[config.mk]
export PLATFORM = sky130hd
export DESIGN_NAME = imem_loader
export DESIGN_NICKNAME = d
export VERILOG_FILES = /design/src/rtl/imem_loader_pkg.sv /design/src/rtl/loader_word_assembler.sv /design/src/rtl/imem_loader.sv
export SDC_FILE = /design/constraint.sdc
export NUM_CORES = 1
export LEC_CHECK = 0
export ABC_AREA = 1
export CORE_MARGIN = 3
export CORE_UTILIZATION = 50
export CTS_BUF_LIST = sky130_fd_sc_hd__clkbuf_4 sky130_fd_sc_hd__clkbuf_8 sky130_fd_sc_hd__clkbuf_16
export CTS_CLUSTER_SIZE = 25
export DETAILED_ROUTE_END_ITERATION = 6
export PLACE_DENSITY = 0.83
export SYNTH_ARGS = -nofsm -noshare
export SYNTH_HDL_FRONTEND = slang
export SYNTH_SLANG_ARGS = --single-unit
[constraint.sdc]
create_clock -name clock -period 1.8 [get_ports clock]
set_clock_uncertainty 0.1 [all_clocks]
set_input_delay 0.54 -clock clock [delete_from_list [all_inputs] [get_ports clock]]
set_output_delay 0.54 -clock clock [all_outputs]
set_load 0.005 [all_outputs]
[src/rtl/imem_loader_pkg.sv]
// Shared definitions for the instruction memory loader: FSM states,
// default frame marker and instruction word width.
package imem_loader_pkg;

  localparam logic [7:0]  DefaultSyncByte = 8'hA5;
  localparam int unsigned InstrWidth      = 16;

  typedef enum logic [3:0] {
    StIdle,
    StCntHi,
    StCntLo,
    StDataHi,
    StDataLo,
    StWrite,
    StCheck,
    StFinish,
    StDone,
    StError
  } state_e;

endpackage

[src/rtl/loader_word_assembler.sv]
// Assembles big-endian instruction words from two byte loads and, when
// IMEM_LOADER_CHECKSUM_EN is defined, keeps the running XOR of frame bytes.
module loader_word_assembler
  import imem_loader_pkg::*;
(
  input  logic                  clock,
  input  logic                  reset,
  input  logic                  load_hi,
  input  logic                  load_lo,
  input  logic [7:0]            data,
`ifdef IMEM_LOADER_CHECKSUM_EN
  input  logic                  sum_clear,
  input  logic                  sum_en,
  output logic [7:0]            sum,
`endif
  output logic [InstrWidth-1:0] word
);

  logic [7:0] hi_q;
  logic [7:0] lo_q;

  // Byte holding registers; the word stays stable until the next byte load.
  always_ff @(posedge clock) begin
    if (reset) begin
      hi_q <= '0;
      lo_q <= '0;
    end else begin
      if (load_hi) hi_q <= data;
      if (load_lo) lo_q <= data;
    end
  end

  assign word = {hi_q, lo_q};

`ifdef IMEM_LOADER_CHECKSUM_EN
  logic [7:0] sum_q;

  // Running XOR over every byte after the sync marker; restarts on sync.
  always_ff @(posedge clock) begin
    if (reset || sum_clear) begin
      sum_q <= '0;
    end else if (sum_en) begin
      sum_q <= sum_q ^ data;
    end
  end

  assign sum = sum_q;
`endif

endmodule

[src/rtl/imem_loader.sv]
// Instruction memory loader: accepts a framed byte stream (SYNC, COUNT_HI,
// COUNT_LO, COUNT big-endian words) and writes words from address 0 while
// holding the CPU in reset. Build macro IMEM_LOADER_CHECKSUM_EN appends a
// trailing XOR checksum byte that must match before the image is released.
module imem_loader
  import imem_loader_pkg::*;
#(
  parameter int unsigned ADDR_WIDTH = 12,
  parameter logic [7:0]  SYNC_BYTE  = DefaultSyncByte
) (
  input  logic                  clock,
  input  logic                  reset,
  input  logic                  rx_valid,
  input  logic [7:0]            rx_data,
  output logic                  rx_ready,
  output logic [ADDR_WIDTH-1:0] mem_address,
  output logic [InstrWidth-1:0] mem_data,
  output logic                  mem_wren,
  output logic                  cpu_hold,
  output logic                  busy,
  output logic                  done,
  output logic                  error,
  output logic [ADDR_WIDTH:0]   words_loaded
);

`ifdef IMEM_LOADER_CHECKSUM_EN
  localparam state_e StAfterLast = StCheck;
`else
  localparam state_e StAfterLast = StFinish;
`endif

  localparam logic [31:0] Capacity = 32'd1 << ADDR_WIDTH;

  state_e                state_q, state_d;
  logic [15:0]           count_q, count_d;
  logic [ADDR_WIDTH-1:0] addr_q, addr_d;
  logic [ADDR_WIDTH:0]   words_q, words_d;
  logic                  hold_q, hold_d;
  logic                  busy_q, busy_d;
  logic                  done_q, done_d;
  logic                  error_q, error_d;

  logic                  accept;
  logic                  is_sync;
  logic [15:0]           count_full;
  logic [ADDR_WIDTH:0]   words_inc;

  assign rx_ready   = (state_q != StWrite) && (state_q != StFinish);
  assign accept     = rx_valid && rx_ready;
  assign is_sync    = rx_data == SYNC_BYTE;
  assign count_full = {count_q[15:8], rx_data};
  assign words_inc  = words_q + (ADDR_WIDTH + 1)'(1);

`ifdef IMEM_LOADER_CHECKSUM_EN
  logic       sum_clear;
  logic       sum_en;
  logic [7:0] sum;

  assign sum_clear = accept && is_sync && (state_q inside {StIdle, StDone, StError});
  assign sum_en    = accept && (state_q inside {StCntHi, StCntLo, StDataHi, StDataLo});
`endif

  loader_word_assembler u_assembler (
    .clock     (clock),
    .reset     (reset),
    .load_hi   (accept && (state_q == StDataHi)),
    .load_lo   (accept && (state_q == StDataLo)),
    .data      (rx_data),
`ifdef IMEM_LOADER_CHECKSUM_EN
    .sum_clear (sum_clear),
    .sum_en    (sum_en),
    .sum       (sum),
`endif
    .word      (mem_data)
  );

  // Next-state and datapath updates; flags change only on state transitions.
  always_comb begin
    state_d = state_q;
    count_d = count_q;
    addr_d  = addr_q;
    words_d = words_q;
    hold_d  = hold_q;
    busy_d  = busy_q;
    done_d  = done_q;
    error_d = error_q;
    case (state_q)
      StIdle, StDone, StError: begin
        // A new frame re-asserts the CPU hold before anything is overwritten.
        if (accept && is_sync) begin
          state_d = StCntHi;
          busy_d  = 1'b1;
          done_d  = 1'b0;
          error_d = 1'b0;
          hold_d  = 1'b1;
        end
      end
      StCntHi: begin
        if (accept) begin
          count_d[15:8] = rx_data;
          state_d       = StCntLo;
        end
      end
      StCntLo: begin
        if (accept) begin
          count_d[7:0] = rx_data;
          addr_d       = '0;
          words_d      = '0;
          if (32'(count_full) > Capacity) begin
            state_d = StError;
            error_d = 1'b1;
            busy_d  = 1'b0;
            hold_d  = 1'b1;
          end else if (count_full == 16'd0) begin
            state_d = StAfterLast;
          end else begin
            state_d = StDataHi;
          end
        end
      end
      StDataHi: begin
        if (accept) state_d = StDataLo;
      end
      StDataLo: begin
        if (accept) state_d = StWrite;
      end
      StWrite: begin
        addr_d  = addr_q + 1'b1;
        words_d = words_inc;
        state_d = (32'(words_inc) == 32'(count_q)) ? StAfterLast : StDataHi;
      end
`ifdef IMEM_LOADER_CHECKSUM_EN
      StCheck: begin
        if (accept) begin
          if (rx_data == sum) begin
            state_d = StFinish;
          end else begin
            state_d = StError;
            error_d = 1'b1;
            busy_d  = 1'b0;
            hold_d  = 1'b1;
          end
        end
      end
`endif
      StFinish: begin
        state_d = StDone;
        done_d  = 1'b1;
        error_d = 1'b0;
        busy_d  = 1'b0;
        hold_d  = 1'b0;
      end
      default: state_d = StIdle;
    endcase
  end

  // State and datapath registers.
  always_ff @(posedge clock) begin
    if (reset) begin
      state_q <= StIdle;
      count_q <= '0;
      addr_q  <= '0;
      words_q <= '0;
      hold_q  <= 1'b1;
      busy_q  <= 1'b0;
      done_q  <= 1'b0;
      error_q <= 1'b0;
    end else begin
      state_q <= state_d;
      count_q <= count_d;
      addr_q  <= addr_d;
      words_q <= words_d;
      hold_q  <= hold_d;
      busy_q  <= busy_d;
      done_q  <= done_d;
      error_q <= error_d;
    end
  end

  assign mem_wren     = state_q == StWrite;
  assign mem_address  = addr_q;
  assign cpu_hold     = hold_q;
  assign busy         = busy_q;
  assign done         = done_q;
  assign error        = error_q;
  assign words_loaded = words_q;

endmodule
Word-level counts from Yosys, hierarchy flattened
Index checks and enable logic that the tools add are counted.
{"block": "op_classes", "addsub": 2, "order_cmp": 1, "n_eq_ne": 18, "muxes": 23, "n_reduce_logical": 17}
{"operator": "one-hot mux 4 bit (7 select lines)", "n": 1}
{"operator": "one-hot mux 13 bit (2 select lines)", "n": 1}
{"operator": "two-way mux 4 bit", "n": 6}
{"operator": "one-hot mux 12 bit (2 select lines)", "n": 1}
{"operator": "== test 13 x 16 -> 1 bit", "n": 1}
{"operator": "> comparator 16 x 13 -> 1 bit (second input constant)", "n": 1}
{"operator": "zero test 16 bit", "n": 1}
{"operator": "adder 13 x 1 -> 13 bit (second input constant)", "n": 1}
{"operator": "two-way mux 13 bit", "n": 1}
{"operator": "adder 12 x 1 -> 12 bit (second input constant)", "n": 1}
{"operator": "== test 4 x 3 -> 1 bit (second input constant)", "n": 3}
{"operator": "two-way mux 12 bit", "n": 1}
{"operator": "!= test 2 bit (second input constant)", "n": 6}
{"operator": "one-hot mux 1 bit (3 select lines)", "n": 3}
{"operator": "== test 4 x 2 -> 1 bit (second input constant)", "n": 2}
{"operator": "== test 4 bit (second input constant)", "n": 2}
{"operator": "== test 8 bit (second input constant)", "n": 1}
{"operator": "!= test 4 x 3 -> 1 bit (second input constant)", "n": 2}
{"operator": "AND reduction 2 bit", "n": 4}
{"operator": "two-way mux 1 bit", "n": 6}
{"operator": "two-way mux 3 bit", "n": 2}
{"operator": "logical AND 1 bit", "n": 5}
{"operator": "AND reduction 5 bit", "n": 1}
{"operator": "== test 4 x 1 -> 1 bit (second input constant)", "n": 1}
{"operator": "6 further kinds", "n": 7}
{"block": "totals", "register_bits": 65, "out_inout_bits": 47}

Longest topological paths before layout
{"block": "logic_depth", "word_depth": 6, "mapped_depth": 15, "ltp_nobuf": 15}

Cells and area by module
From an unflattened synthesis, not the netlist that was laid out.
{"block": "unflattened", "hier_cells": 510, "hier_area_um2": 3398.3}
{"mod": "imem_loader", "instances": 1, "cells_per_inst": 416, "area_per_inst_um2": 2741.4, "seq_area_each_um2": 980.9}
{"mod": "loader_word_assembler", "instances": 1, "cells_per_inst": 94, "area_per_inst_um2": 656.9, "seq_area_each_um2": 320.3}

Worst setup path after synthesis
OpenSTA, ideal clock, no wires.
{"block": "synth_path", "kind": "register to register", "start": "reg words_q[0] (netlist: words_loaded[0])", "end": "reg state_q[2]", "setup_time_ps": 67, "arrival_time_ps": 1569, "required_ps": 1633, "setup_slack_ps": 64, "stages_incl_launch_ff": 14, "path_buffers": 0, "path_cell_list": "dfxtp_1 ha_1 nand3_1 nor2_2 nand2_1 nand2_1 nor2_1 nor2_1 nand3_1 nor2_1 nand2_1 nand2_1 nand2_1 a21oi_2"}
{"block": "synth_between", "elab_chain_cells": 4}
{"element": "start: declaration", "line_no": "imem_loader.sv:37", "rtl": "logic [ADDR_WIDTH:0] words_q, words_d;"}
{"element": "start signal: assignment", "line_no": "imem_loader.sv:172", "rtl": "words_q <= words_d;"}
{"element": "adder 13 x 1 -> 13 bit", "line_no": "imem_loader.sv:52", "rtl": "assign words_inc = words_q + (ADDR_WIDTH + 1)'(1);"}
{"element": "== test 13 x 16 -> 1 bit", "line_no": "imem_loader.sv:130", "rtl": "state_d = (32'(words_inc) == 32'(count_q)) ? StAfterLast : StDataHi;"}
{"element": "two-way mux 3 bit", "line_no": "imem_loader.sv:130"}
{"element": "one-hot mux 4 bit (7 select lines)", "line_no": "imem_loader.sv:87", "rtl": "case (state_q)"}
{"element": "end signal: assignment", "line_no": "imem_loader.sv:160", "rtl": "state_q <= StIdle;"}
{"element": "end signal: assignment", "line_no": "imem_loader.sv:169", "rtl": "state_q <= state_d;"}
{"element": "end: declaration", "line_no": "imem_loader.sv:34", "rtl": "state_e state_q, state_d;"}
Every way passes these cells.
A chain may end at the register's enable or synchronous reset.

Worst setup path after layout
Ends and elaborated chain as after synthesis.

==> flow_summary.toml <==
[run_status]
status = "finished, violations left"
violations = "setup timing"

[synthesis]
yosysMostFrequentCell = "nand2_1"
synthTopCellsByArea = "dfxtp_1 (41%), nand2_1 (14%), a21oi_1 (9.5%), nand3_1 (6.6%), inv_1 (6.4%)"
async_reset_ff_frac = 0
syn-cell-area_um2 = 3210
syn_nets = 481
synth_top_area_share = 0.406
synth_cells = 468
synth_seq_cells = 65
synthFlopType = "dfxtp_1"
yosysUniqueCellTypes = 35
syn_area_per_cell_um2 = 6.85
synth.cells.most_frequent = "nand2_1 (119), dfxtp_1 (65), a21oi_1 (61)"
synth_seq_area_share = 0.406
ys_warn_count = 0
synth_edf_count = 0
synth_top_cell_by_area = "dfxtp_1"

[critical_path]
crit_path_frequent_cell = "nand2_1"
endpoint_kind = "flop"
worstPathMaxFanout = 6
cp_cell_sequence = "buf_6, inv_4, nor2_4, buf_6, nand3_4, xnor3_4, nand2_2, nor2_1, nand2_1, nand2_1, nand2_1, a21oi_2"
startpoint_type = "flop"
slowest_delay_ns = 0.37
worstRegToRegCells = 12
critPathTopFamily = "simple AND/OR/NAND/NOR gates"
cp_num_buf_inv = 3
critical-path-slowest-cell = "dfxtp_2"
cp.required_ns = 1.93
arrival_ns = 2.05
cp.depth = 12
path_class = "flop to flop"

[cts]
clockBufferDepth = 2
cts_tree = "done"
clock_latency_ns = 0.34
htreeDepth = 3
path_clk_slew_ns = 0.08
numCtsBuffers = 9
cts.sinks = 65
clockRootBuffer = "clkbuf_8"

[layout]
fin_nets = 615
multi_input_area_um2 = 1820
seq_area_um2 = 1360
drive_above_1_share = 0.311
syn2layout_area_growth_pct = 51.2
finalCoreUtilization = 0.800
nFillCells = 399
diodes = 0
final_cell_area_um2 = 4850

[global_routing]
grt_max_degree = 31
grt_usage = 0.267
grt_pass1_wl_um = 15900
overflow = 0
grt_pass1_vias = 3476
antenna_found_initial = 0

[drt]
avgViaCountPerCell = 5.58
post_drt_wl_per_cell_um = 15.7
routed_wirelength_um = 10700
drtIter0Drc = 240
drc = 0
first_pass_iters = 7
antenna_left = 0
vias = 3805

[floorplan]
fp.dieH_um = 86.1
core_um2 = 6060
initial_core_util = 0.529
row_count = 28
die_x_um = 86.1
io_pins = 58
dieArea_um2 = 7410

[worst_hold_path]
hold_class = "flop to flop"
hold_depth = 1

[placement]
portBuffers = 57
placed_area_um2 = 4260
place_hpwl_um = 6750
place_congestion = 0.907
dp_worst_setup_slack_ns = -0.530

[sta]
grt_setup_unrepaired = "yes"
max_freq_mhz = 521
slew_headroom = 0.706
drv_slew = 0
worstMarginPinSlew_ns = 0.440
fin_crit_ns = 1.92
setup_ws_ns = -0.118
setup_viol = 2
post-route-period-util = 1.07
holdWs_ns = 0.347
hold_viol = 0

[pwr]
peakVddDrop_uv = 662
total_power_mw = 2.81
leakagePower_nw = 2.21
power_density_nw_per_um2 = 580

[run]
max_cap_viol_count = 0
[cells in the final DEF (no fill, tap or decap), types with 3 or more instances in the layout]
cell type	n
nor2_2	4
nor2_1	18
nand2_2	8
buf_6	5
inv_2	11
clkbuf_8	9
nand3_2	3
nand2_1	111
a21oi_1	58
nor3_2	4
nand3_1	38
nor3_1	6
dlygate4sd2_1	46
dfxtp_1	34
inv_1	43
dfxtp_4	8
nand2_4	3
nor2_4	7
buf_4	74
dlymetal6s2s_1	5
dfxtp_2	23
a21oi_2	3
clkinv_2	3
nand4_1	7
o21ai_0	33
[path summary, 6_finish.rpt]
path	from	to	slack [ns]
worst min register to register	mem_address[11]	mem_address[11]	0.35
worst max-delay path	words_loaded[0]	state_q[2]	-0.12
worst max register to register	words_loaded[0]	state_q[2]	-0.12
worst min-delay path	mem_address[11]	mem_address[11]	0.35
[per-layer routing]
metal	global-route usage	part of all wire	vias to the layer above	wire, um
li1	-	-	1809	-
met1	0.335	0.41	1743	4410
met2	0.451	0.49	204	5250
met3	0.0375	0.058	49	622
met4	0.124	0.039	0	412
met5	0	0	-	0
[state kept, by name, indices dropped and copies added, names as in the netlist]
name / cells
count_q: 16
words_loaded: 13
mem_address: 12
u_assembler.hi_q: 8
u_assembler.lo_q: 8
state_q: 4
busy: 1
cpu_hold: 1
done: 1
error: 1
[power breakdown]
part	switching (mW)	total, mW	internal, mW
Combinational	0.0720	0.125	0.0535
Clock	0.622	1.26	0.640
Sequential	0.000840	1.43	1.42
[repair_timing]
item	CTS	global route
setup endpoints to repair	81	40
setup buffers	16	8
hold buffers	0	0
pin swaps	7	17
endpoints found under the hold margin	0	0
gates resized for setup	101	66
[through the flow]
stage                     instances  TNS, ns
after floorplan                 468        0
after global placement          643   -15.14
after detailed placement        643   -17.14
after CTS                       675    -2.11
after global routing            682   -0.650
final                           682   -0.151
[layout make-up]
type | instances | share of cell area
Clock buffer | 9 | 0.0255
Clock inverter | 7 | 0.0144
Inverter | 57 | 0.0459
Multi-Input combinational cell | 331 | 0.375
Sequential cell | 65 | 0.280
Tap cell | 75 | 0.0193
Timing Repair Buffer | 138 | 0.240
[logic make-up after synthesis]
kind of cell / share of synthesized area
buffers and inverters: 0.0866
xor gates and xnor gates: 0.0215
adders and majority gates: 0.00780
AOI/OAI and AO/OA: 0.174
DFF: 0.406
and+or+nand+nor: 0.304
[worst register-to-register path: cells and delay by family, from the launching register on]
family / cells / cell delay (ns)
and+or+nand+nor: 7 / 0.62
DFF: 1 / 0.37
xor gates and xnor gates: 1 / 0.33
buffers and inverters: 3 / 0.32
AOI/OAI and AO/OA: 1 / 0.05
Note: power is estimated with default switching activity, not from simulation.
